[config.mk]
export PLATFORM = sky130hd
export DESIGN_NAME = mem_wb_stage_register_flat
export DESIGN_NICKNAME = d
export VERILOG_FILES = /design/src/rtl/mem_wb_pkg.sv /design/src/rtl/mem_wb_stage_register_if.sv /design/src/rtl/mem_wb_entry_reg.sv /design/src/rtl/mem_wb_stage_register.sv /design/src/flat_wrapper.sv
export SDC_FILE = /design/constraint.sdc
export NUM_CORES = 1
export LEC_CHECK = 0
export ABC_AREA = 1
export CAP_MARGIN = 30
export CORE_ASPECT_RATIO = 1.4
export CORE_MARGIN = 3
export CORE_UTILIZATION = 47
export DETAILED_ROUTE_END_ITERATION = 7
export PLACE_DENSITY = 0.91
export SLEW_MARGIN = 20
export SYNTH_ARGS = -nofsm -noshare
export SYNTH_HDL_FRONTEND = slang
export SYNTH_SLANG_ARGS = --single-unit
[constraint.sdc]
create_clock -name clk -period 2.2 [get_ports clk]
set_input_delay 0.44 -clock clk [delete_from_list [all_inputs] [get_ports clk]]
set_output_delay 0.44 -clock clk [all_outputs]
set_load 0.01 [all_outputs]
[src/rtl/mem_wb_pkg.sv]
// Shared types for the MEM/WB stage register: write-back control bundle,
// stored entry layout, fill-level FSM encoding and write-back source select.
package mem_wb_pkg;

  localparam int XLEN_DEF       = 32;
  localparam int REG_ADDR_W_DEF = 5;

  // Write-back control bits travelling with each instruction.
  typedef struct packed {
    logic reg_write;
    logic jump_rd;
    logic mem_to_reg;
  } wb_ctrl_t;

  // What an entry keeps once the write-back value has been selected.
  typedef struct packed {
    logic [XLEN_DEF-1:0]       data;
    logic [REG_ADDR_W_DEF-1:0] rd;
    logic                      reg_write;
  } wb_entry_t;

  // Number of entries held by the stage.
  typedef enum logic [1:0] {
    EMPTY = 2'd0,
    ONE   = 2'd1,
    TWO   = 2'd2
  } fill_state_t;

  // Write-back value source.
  typedef enum logic [1:0] {
    SRC_ALU = 2'd0,
    SRC_PC  = 2'd1,
    SRC_MEM = 2'd2
  } wb_src_t;

  // Load data beats link value, link value beats the ALU result.
  function automatic wb_src_t wb_select(input logic mem_to_reg, input logic jump_rd);
    wb_src_t src;
    src = SRC_ALU;
    if (mem_to_reg) begin
      src = SRC_MEM;
    end else if (jump_rd) begin
      src = SRC_PC;
    end
    return src;
  endfunction

endpackage

[src/rtl/mem_wb_stage_register_if.sv]
// Handshake and payload bundle between EX/MEM, the MEM/WB stage and the
// register file / forwarding side.
//
// Handshake: a beat moves on a rising edge when valid and ready are both high
// in the cycle before it. The producer holds payload steady while valid is
// high and ready is low; valid never depends on ready. flush kills the beat
// offered in the same cycle along with everything already held.
interface mem_wb_stage_register_if #(
  parameter int XLEN       = 32,
  parameter int REG_ADDR_W = 5
);

  logic                  in_valid;
  logic                  in_ready;
  logic                  flush;
  logic [XLEN-1:0]       alu_result_in;
  logic [XLEN-1:0]       data_memory_out_in;
  logic [XLEN-1:0]       pc_plus4_in;
  logic [REG_ADDR_W-1:0] instruction_11_7_in;
  logic                  reg_write_in;
  logic                  jump_rd_in;
  logic                  mem_to_reg_in;
  logic                  out_valid;
  logic                  out_ready;
  logic [REG_ADDR_W-1:0] instruction_11_7_out;
  logic [XLEN-1:0]       wb_data_out;
  logic                  wb_en_out;

  // Pipeline side: drives instructions in and consumes them out.
  modport master (
    output in_valid, flush, alu_result_in, data_memory_out_in, pc_plus4_in,
           instruction_11_7_in, reg_write_in, jump_rd_in, mem_to_reg_in,
           out_ready,
    input  in_ready, out_valid, instruction_11_7_out, wb_data_out, wb_en_out
  );

  // The stage register itself.
  modport slave (
    input  in_valid, flush, alu_result_in, data_memory_out_in, pc_plus4_in,
           instruction_11_7_in, reg_write_in, jump_rd_in, mem_to_reg_in,
           out_ready,
    output in_ready, out_valid, instruction_11_7_out, wb_data_out, wb_en_out
  );

endinterface

[src/rtl/mem_wb_entry_reg.sv]
// One held write-back entry with its valid bit. clear takes priority over load.
module mem_wb_entry_reg
  import mem_wb_pkg::*;
#(
  parameter type entry_t = wb_entry_t
) (
  input  logic   clk,
  input  logic   rst_n,
  input  logic   load,
  input  logic   clear,
  input  entry_t d,
  output entry_t q,
  output logic   valid
);

  // Capture on load, drop the valid bit on clear; payload is left as-is on clear.
  always_ff @(posedge clk or negedge rst_n) begin
    if (!rst_n) begin
      q     <= '0;
      valid <= 1'b0;
    end else if (clear) begin
      valid <= 1'b0;
    end else if (load) begin
      q     <= d;
      valid <= 1'b1;
    end
  end

endmodule

[src/rtl/mem_wb_stage_register.sv]
// MEM/WB stage register with valid/ready handshake, optional two-entry skid
// buffer, synchronous flush and write-back value selection at capture.
module mem_wb_stage_register
  import mem_wb_pkg::*;
#(
  parameter int XLEN       = 32,
  parameter int REG_ADDR_W = 5,
  parameter bit SKID_EN    = 1'b1
) (
  input  logic                    clk,
  input  logic                    rst_n,
  mem_wb_stage_register_if.slave  bus,
  output fill_state_t             state_dbg
);

  typedef struct packed {
    logic [XLEN-1:0]       data;
    logic [REG_ADDR_W-1:0] rd;
    logic                  reg_write;
  } entry_t;

  wb_ctrl_t ctrl;
  entry_t   new_entry;
  entry_t   head_d;
  entry_t   head_q;
  logic     head_valid;
  logic     head_load;
  logic     head_clear;
  logic     in_ready_int;
  logic     accept;
  logic     consume;

  assign accept  = bus.in_valid & in_ready_int & ~bus.flush;
  assign consume = head_valid & bus.out_ready;

  // Select the write-back value as the instruction enters the stage.
  always_comb begin
    ctrl = '{reg_write: bus.reg_write_in, jump_rd: bus.jump_rd_in,
             mem_to_reg: bus.mem_to_reg_in};
    new_entry           = '0;
    new_entry.rd        = bus.instruction_11_7_in;
    new_entry.reg_write = ctrl.reg_write;
    case (wb_select(ctrl.mem_to_reg, ctrl.jump_rd))
      SRC_MEM: new_entry.data = bus.data_memory_out_in;
      SRC_PC:  new_entry.data = bus.pc_plus4_in;
      default: new_entry.data = bus.alu_result_in;
    endcase
  end

  mem_wb_entry_reg #(.entry_t(entry_t)) u_head (
    .clk   (clk),
    .rst_n (rst_n),
    .load  (head_load),
    .clear (head_clear),
    .d     (head_d),
    .q     (head_q),
    .valid (head_valid)
  );

  if (SKID_EN) begin : g_skid
    fill_state_t state;
    logic        ready_q;
    entry_t      skid_q;
    logic        skid_valid;
    logic        skid_load;
    logic        skid_clear;

    // Fill-level FSM; in_ready is registered so it never follows out_ready
    // combinationally.
    always_ff @(posedge clk or negedge rst_n) begin
      if (!rst_n) begin
        state   <= EMPTY;
        ready_q <= 1'b1;
      end else if (bus.flush) begin
        state   <= EMPTY;
        ready_q <= 1'b1;
      end else begin
        case (state)
          EMPTY: begin
            if (accept) state <= ONE;
          end
          ONE: begin
            if (accept && !consume) begin
              state   <= TWO;
              ready_q <= 1'b0;
            end else if (consume && !accept) begin
              state <= EMPTY;
            end
          end
          TWO: begin
            if (consume) begin
              state   <= ONE;
              ready_q <= 1'b1;
            end
          end
          default: begin
            state   <= EMPTY;
            ready_q <= 1'b1;
          end
        endcase
      end
    end

    // Steer loads/clears: a second entry parks in the skid slot and is
    // promoted to head when the head drains.
    always_comb begin
      head_load  = 1'b0;
      head_clear = 1'b0;
      skid_load  = 1'b0;
      skid_clear = 1'b0;
      head_d     = skid_valid ? skid_q : new_entry;
      if (bus.flush) begin
        head_clear = 1'b1;
        skid_clear = 1'b1;
      end else begin
        case (state)
          EMPTY: head_load = accept;
          ONE: begin
            if (accept && consume) begin
              head_load = 1'b1;
            end else if (accept) begin
              skid_load = 1'b1;
            end else if (consume) begin
              head_clear = 1'b1;
            end
          end
          TWO: begin
            if (consume) begin
              head_load  = 1'b1;
              skid_clear = 1'b1;
            end
          end
          default: begin
            head_clear = 1'b1;
            skid_clear = 1'b1;
          end
        endcase
      end
    end

    mem_wb_entry_reg #(.entry_t(entry_t)) u_skid (
      .clk   (clk),
      .rst_n (rst_n),
      .load  (skid_load),
      .clear (skid_clear),
      .d     (new_entry),
      .q     (skid_q),
      .valid (skid_valid)
    );

    assign in_ready_int = ready_q;
    assign state_dbg    = state;
  end else begin : g_single
    // Single entry: accept whenever the head is free or leaving this cycle.
    always_comb begin
      head_d     = new_entry;
      head_load  = accept;
      head_clear = bus.flush | (consume & ~accept);
    end

    assign in_ready_int = ~head_valid | bus.out_ready;
    assign state_dbg    = head_valid ? ONE : EMPTY;
  end

  assign bus.in_ready             = in_ready_int;
  assign bus.out_valid            = head_valid;
  assign bus.instruction_11_7_out = head_q.rd;
  assign bus.wb_data_out          = head_q.data;
  assign bus.wb_en_out            = head_valid & head_q.reg_write & (head_q.rd != '0);

endmodule

[src/flat_wrapper.sv]
// flat-port wrapper written by rule: the top's interface ports become plain ports
module mem_wb_stage_register_flat import mem_wb_pkg::*;
#(
  parameter int XLEN       = 32,
  parameter int REG_ADDR_W = 5,
  parameter bit SKID_EN    = 1'b1
)
  (clk, rst_n, state_dbg, bus_in_valid, bus_flush, bus_alu_result_in, bus_data_memory_out_in, bus_pc_plus4_in, bus_instruction_11_7_in, bus_reg_write_in, bus_jump_rd_in, bus_mem_to_reg_in, bus_out_ready, bus_in_ready, bus_out_valid, bus_instruction_11_7_out, bus_wb_data_out, bus_wb_en_out);
  mem_wb_stage_register_if #(.XLEN(XLEN), .REG_ADDR_W(REG_ADDR_W)) bus_i ();
  input  logic clk;
  input  logic rst_n;
  output fill_state_t state_dbg;
  input wire logic [$bits(bus_i.in_valid)-1:0] bus_in_valid;
  input wire logic [$bits(bus_i.flush)-1:0] bus_flush;
  input wire logic [$bits(bus_i.alu_result_in)-1:0] bus_alu_result_in;
  input wire logic [$bits(bus_i.data_memory_out_in)-1:0] bus_data_memory_out_in;
  input wire logic [$bits(bus_i.pc_plus4_in)-1:0] bus_pc_plus4_in;
  input wire logic [$bits(bus_i.instruction_11_7_in)-1:0] bus_instruction_11_7_in;
  input wire logic [$bits(bus_i.reg_write_in)-1:0] bus_reg_write_in;
  input wire logic [$bits(bus_i.jump_rd_in)-1:0] bus_jump_rd_in;
  input wire logic [$bits(bus_i.mem_to_reg_in)-1:0] bus_mem_to_reg_in;
  input wire logic [$bits(bus_i.out_ready)-1:0] bus_out_ready;
  output wire logic [$bits(bus_i.in_ready)-1:0] bus_in_ready;
  output wire logic [$bits(bus_i.out_valid)-1:0] bus_out_valid;
  output wire logic [$bits(bus_i.instruction_11_7_out)-1:0] bus_instruction_11_7_out;
  output wire logic [$bits(bus_i.wb_data_out)-1:0] bus_wb_data_out;
  output wire logic [$bits(bus_i.wb_en_out)-1:0] bus_wb_en_out;
  assign bus_i.in_valid = bus_in_valid;
  assign bus_i.flush = bus_flush;
  assign bus_i.alu_result_in = bus_alu_result_in;
  assign bus_i.data_memory_out_in = bus_data_memory_out_in;
  assign bus_i.pc_plus4_in = bus_pc_plus4_in;
  assign bus_i.instruction_11_7_in = bus_instruction_11_7_in;
  assign bus_i.reg_write_in = bus_reg_write_in;
  assign bus_i.jump_rd_in = bus_jump_rd_in;
  assign bus_i.mem_to_reg_in = bus_mem_to_reg_in;
  assign bus_i.out_ready = bus_out_ready;
  assign bus_in_ready = bus_i.in_ready;
  assign bus_out_valid = bus_i.out_valid;
  assign bus_instruction_11_7_out = bus_i.instruction_11_7_out;
  assign bus_wb_data_out = bus_i.wb_data_out;
  assign bus_wb_en_out = bus_i.wb_en_out;
  mem_wb_stage_register #(.XLEN(XLEN), .REG_ADDR_W(REG_ADDR_W), .SKID_EN(SKID_EN)) u_core (.clk(clk), .rst_n(rst_n), .bus(bus_i), .state_dbg(state_dbg));
endmodule
After elaboration in Yosys (flattened, before gate mapping). Index checks and enable logic that the tools add are counted.

Register bits after elaboration: 81. Bits of input ports: 109. Output and inout port bits: 42. Word-level logic and storage cells: 74.

Bitwise operators: 8. Mux-type cells: 32. Reduce and logical (&&, ||, !) cells: 15. Eq/ne operators: 9.

Operators with widths (number): case mux 32 bit (2 select lines) (1); two-way mux 38 bit (1); two-way mux 1 bit (19); two-way mux 2 bit (6); inequality test 3 x 2 -> 1 bit, second input constant (3); case mux 1 bit (3 select lines) (2); case mux 2 bit (3 select lines) (1); AND reduction 3 bit (2); AND 1 bit (5); nonzero test 5 bit (1); == test 2 x 1 -> 1 bit, second input constant (2); == test 2 bit, second input constant (2); inequality test 4 x 2 -> 1 bit, second input constant (1); case mux 1 bit (2 select lines) (2); AND reduction 2 bit (2); nonzero test 2 bit (2); OR reduction 2 bit (2); logical AND 1 bit (3); inverter 1 bit (3); zero test 1 bit (2); zero test 2 bit (1); inequality test 2 bit, second input constant (1).

Longest topological paths before layout.
Depth after elaboration: 8. Depth in mapped cells: 11. Depth with buffers taken out: 10.

Modules after synthesis. Synthesis repeated with hierarchy kept, for this count alone.

Cells, all modules: 643. Area, all modules: 4400.5 µm².

Modules (own cells, without submodules): mem_wb_entry_reg (times used 2, area an instance 1544.0 µm², seq. area each 975.9 µm², cells each 169); mem_wb_stage_register (times used 1, area an instance 1312.5 µm², seq. area each 76.3 µm², cells each 305).

Least setup slack after synthesis. No wires, ideal clock.

Path kind: register to register. From: reg u_core.g_skid.ready_q, in the netlist u_core.bus.in_ready. To: reg u_core.u_head.q[34] in the netlist's numbering. Clock period less this slack: 1713 ps. Path buffers: 2. Required time: 2084 ps. Setup slack: 487 ps. Data arrival time: 1597 ps. Stages on the path, launching flop included: 9. Library setup time: 116 ps. Cells stage by stage: dfstp_2 nand3_1 ha_1 o21ai_4 nand2_2 buf_4 buf_6 nand2_1 nand2_1.

Word-level cells in the longest chain between the ends: 8. Elaborated cells on any way between the ends: 12. Classes of those cells: 7 x mux; 3 x bitwise; 2 x reduce/logical.

Ends and longest elaborated chain: from (decl) (line mem_wb_stage_register.sv:62) `logic ready_q;`; from (signal assigned) (line mem_wb_stage_register.sv:73) `ready_q <= 1'b1;`; from (signal assigned) (line mem_wb_stage_register.sv:76) `ready_q <= 1'b1;`; from (signal assigned) (line mem_wb_stage_register.sv:85) `ready_q <= 1'b0;`; AND 1 bit (*) (2 in a row) (line mem_wb_stage_register.sv:33) `assign accept = bus.in_valid & in_ready_int & ~bus.flush;`; two-way mux 1 bit / logical AND 1 bit (equally long branches) (line mem_wb_stage_register.sv:121, mem_wb_stage_register.sv:119); two-way mux 1 bit (line mem_wb_stage_register.sv:119) `if (accept && consume) begin`; case mux 1 bit (2 select lines) (line mem_wb_stage_register.sv:116) `case (state)`; two-way mux 1 bit (line mem_wb_stage_register.sv:112) `if (bus.flush) begin`; inverter 1 bit (no source line); AND reduction 2 bit (no source line) (*); to (signal assigned) (line mem_wb_entry_reg.sv:19) `q <= '0;`; to (signal assigned) (line mem_wb_entry_reg.sv:24) `q <= d;`; to (decl) (line mem_wb_entry_reg.sv:12) `output entry_t q,`.

Mark *: on every way between the ends. The rest lies on a longest branch, timed or not. A chain may end at the register's enable or synchronous reset.

Final worst setup path.
From: in bus_flush. To: reg u_core.u_head.q[6] in the netlist's numbering.

Word-level cells in the longest chain between the ends: 8. Elaborated cells on any way between the ends: 12. Classes of those cells: 7 x mux; 3 x bitwise; 2 x reduce/logical.

Ends and longest elaborated chain: from (decl) (line flat_wrapper.sv:14) `input wire logic [$bits(bus_i.flush)-1:0] bus_flush;`; inverter 1 bit (line mem_wb_stage_register.sv:33); AND 1 bit (line mem_wb_stage_register.sv:33); two-way mux 1 bit / logical AND 1 bit (equally long branches) (line mem_wb_stage_register.sv:121, mem_wb_stage_register.sv:119); two-way mux 1 bit (line mem_wb_stage_register.sv:119); case mux 1 bit (2 select lines) (line mem_wb_stage_register.sv:116); two-way mux 1 bit (line mem_wb_stage_register.sv:112); inverter 1 bit (no source line); AND reduction 2 bit (no source line) (*).

Marked as above.

==> results.toml <==
[status]
status = "finished clean"

[final_layout]
fill_cells = 753
layout.cells.non_filler = 928
stdcell_area_sq_um = 6410
fin_util_pct = 67.4
drive_gt1_share_pct = 7.29
n_antenna_cell = 0
finalNetCount = 903
syn_to_final_growth_pct = 38.6

[sta]
slew_viol_final = 0
fin_skew_ns = 0.00623
period_needed_ns = 1.98
slew_headroom_pct = 59.5
fin_crit_sh_pct = 90.2
fmax_ghz = 0.504
rsz0062_at_grt = "no"
worst_slack_ns = 0.216
worst_slew_pin_slew_ns = 0.608
tns_ns = 0
setup_violations = 0
hold_viol_final = 0

[drt]
wl_um = 13200
dr.pass1.iters = 5
drt_iter0_drc = 236
vias_per_cell = 5.01
routedWlPerCell_um = 14.2
drc = 0
postRouteAntennaNets = 0
num_vias = 4646

[critical_path]
critPathMaxStageDelay_ns = 0.44
rr_endpoint = "u_core.u_head.q[6]"
end_kind = "flip-flop"
critPathLaunch = "bus_flush"
crit_top_cell = "nand2_1"
rrSetupSlack_ns = 0.26
crit_chain = "clkdlybuf4s50_1, inv_2, nand3_1, inv_1, ha_1, nand3_1, nand2_1, nor2_2, nor2_4, nand2_1, nand2_1"
arrival_ns = 2.25
cpMaxStageDelayCell = "clkdlybuf4s50_1"
crit_path_start_kind = "primary input"
reg2reg_depth = 9
r2r_start = "u_core.bus.in_ready"
critical_path.max_fanout = 16
critPathKind = "in -> reg"
required_ns = 2.46

[placement]
dp_hpwl_um = 9100
placed_area_sq_um = 6050
dp_slack_ns = -0.288
port-buffer-count = 150
finalWeightedCongestion = 0.824
dp_cells = 911

[floorplan]
floorplan.die_area_sq_um = 11100
rows = 42
die_y_um = 123
ioPinCount = 151
initial_core_util_pct = 48.6
fp.coreArea_sq_um = 9510
die_w_um = 89.8

[logic_synthesis]
synth_top_area_share_pct = 43.3
syn_nets = 787
syn_inst = 675
synth_top_area_cell = "dfrtp_1"
seq_area_frac_synth_pct = 43.9
ys_ff_latch = 81
synth_warnings = 0
synth.top_cells.by_area = "dfrtp_1, nand2_1, nand3_1"
synth_area_sq_um = 4620
syn_area_per_cell_sq_um = 6.85
ys_types = 20

[cts]
cts_buffers = 9
cts.clk_slew.worst_paths_ns = 0.06
hold_buffers = 0
cts_tree = "done"
htreeDepth = 3
clk_latency_ns = 0.33
cts.repair.resized = 0
post_cts_buffers = 0
cts_buffer_depth = 2
clock-sinks = 81
cts_root_buf = "clkbuf_16"

[global_route]
grt_pass1_vias = 4477
track_usage_pct = 23.3
grt-ovfl-total = 0
antenna_found_initial = 0
grt_max_degree = 47
grt_pass1_wl_um = 20900

[power]
power-per-cell-area_nw_per_um2 = 1020
ir_worst_vdd_uv = 510
leakagePower_nw = 3.31

[hold_path]
min_path_type = "in -> async"

[job]
maxCapViolations = 0
[registers in the layout (all words and copies together) (netlist names)]
register / flops
u_core.state_dbg: 2
u_core.u_head.valid: 1
u_core.g_skid.u_skid.q: 38
u_core.u_head.q: 38
u_core.g_skid.u_skid.valid: 1
u_core.bus.in_ready: 1
[layout make-up]
cell class | instances | area, sq um | area share (%)
sequential | 81 | 2030 | 31.7
tap | 132 | 165 | 2.58
multi-input combinational | 501 | 2070 | 32.3
clock buffer | 11 | 243 | 3.79
clock inverter | 5 | 103 | 1.60
inverter | 20 | 75.1 | 1.17
timing repair buffer | 178 | 1720 | 26.9
[cells in the final DEF (no fill, tap or decap)]
| cell | n |
|---|---|
| nand3_1 | 77 |
| o21ai_0 | 16 |
| nor3_1 | 1 |
| nand2_2 | 3 |
| dfstp_2 | 1 |
| nor2_2 | 2 |
| o21ai_4 | 1 |
| clkbuf_16 | 9 |
| clkbuf_8 | 1 |
| dfrtp_1 | 80 |
| nand2_1 | 389 |
| buf_4 | 28 |
| inv_2 | 4 |
| clkbuf_1 | 1 |
| clkinvlp_4 | 1 |
| clkdlybuf4s50_1 | 149 |
| ha_1 | 3 |
| nand3_2 | 1 |
| buf_12 | 1 |
| bufinv_16 | 3 |
| clkinv_2 | 1 |
| nor2_4 | 2 |
| nor2_1 | 6 |
| inv_1 | 16 |
[worst max-delay path: cells and delay by family]
| kind | cells | cell delay, ns |
|---|---|---|
| adders and majority gates | 1 | 0.16 |
| buffers and inverters | 3 | 0.63 |
| and+or+nand+nor | 7 | 1.01 |
[where the power goes]
part / switching (mW) / internal [mW] / total [mW]
combinational: 1.17 / 1.18 / 2.34
sequential: 0.378 / 2.12 / 2.50
clock: 0.587 / 1.14 / 1.73
[cells in the mapped netlist (all sizes together)]
cell type	n
nor3	1
inv	20
ha	3
clkbuf	9
buf	65
dfstp	1
nand2	392
nor2	9
o21ai	17
nand3	78
dfrtp	80
[worst max path at each step]
stage | endpoint | slack, ns | depth (start not counted)
global placement | u_core.u_head.q[9] | -0.16 | 10
CTS | u_core.u_head.q[26] | 0.01 | 11
global route | u_core.u_head.q[14] | 0.09 | 11
detailed placement | u_core.u_head.q[18] | -0.29 | 11
finish | u_core.u_head.q[6] | 0.22 | 11
floorplan | u_core.u_head.q[34] | 0.49 | 8
[cell families after synthesis]
family,after synthesis,share of synthesized area (%)
buffers and inverters,94,11.6
and+or+nand+nor,480,41.6
adders and majority gates,3,0.812
DFF,81,43.9
AOI/OAI and AO/OA,17,2.09
[layer usage]
| layer | up-vias | global-route usage (%) | part of all wire (%) |
|---|---|---|---|
| li1 | 2276 | - | - |
| met1 | 2177 | 27.2 | 39 |
| met2 | 171 | 42.9 | 53 |
| met3 | 22 | 4.44 | 5.9 |
| met4 | 0 | 8.82 | 1.8 |
| met5 | - | 0 | 0 |
[per-stage QoR]
step | hold WS [ns] | total power [mW]
2_1_floorplan | 0.144 | 3.96
3_3_place_gp | 0.461 | 4.72
3_5_place_dp | 0.464 | 4.82
4_1_cts | 0.133 | 6.57
5_1_grt | 0.166 | 6.96
6_report | 0.116 | 6.56
Power figures use the tool's default switching activity.
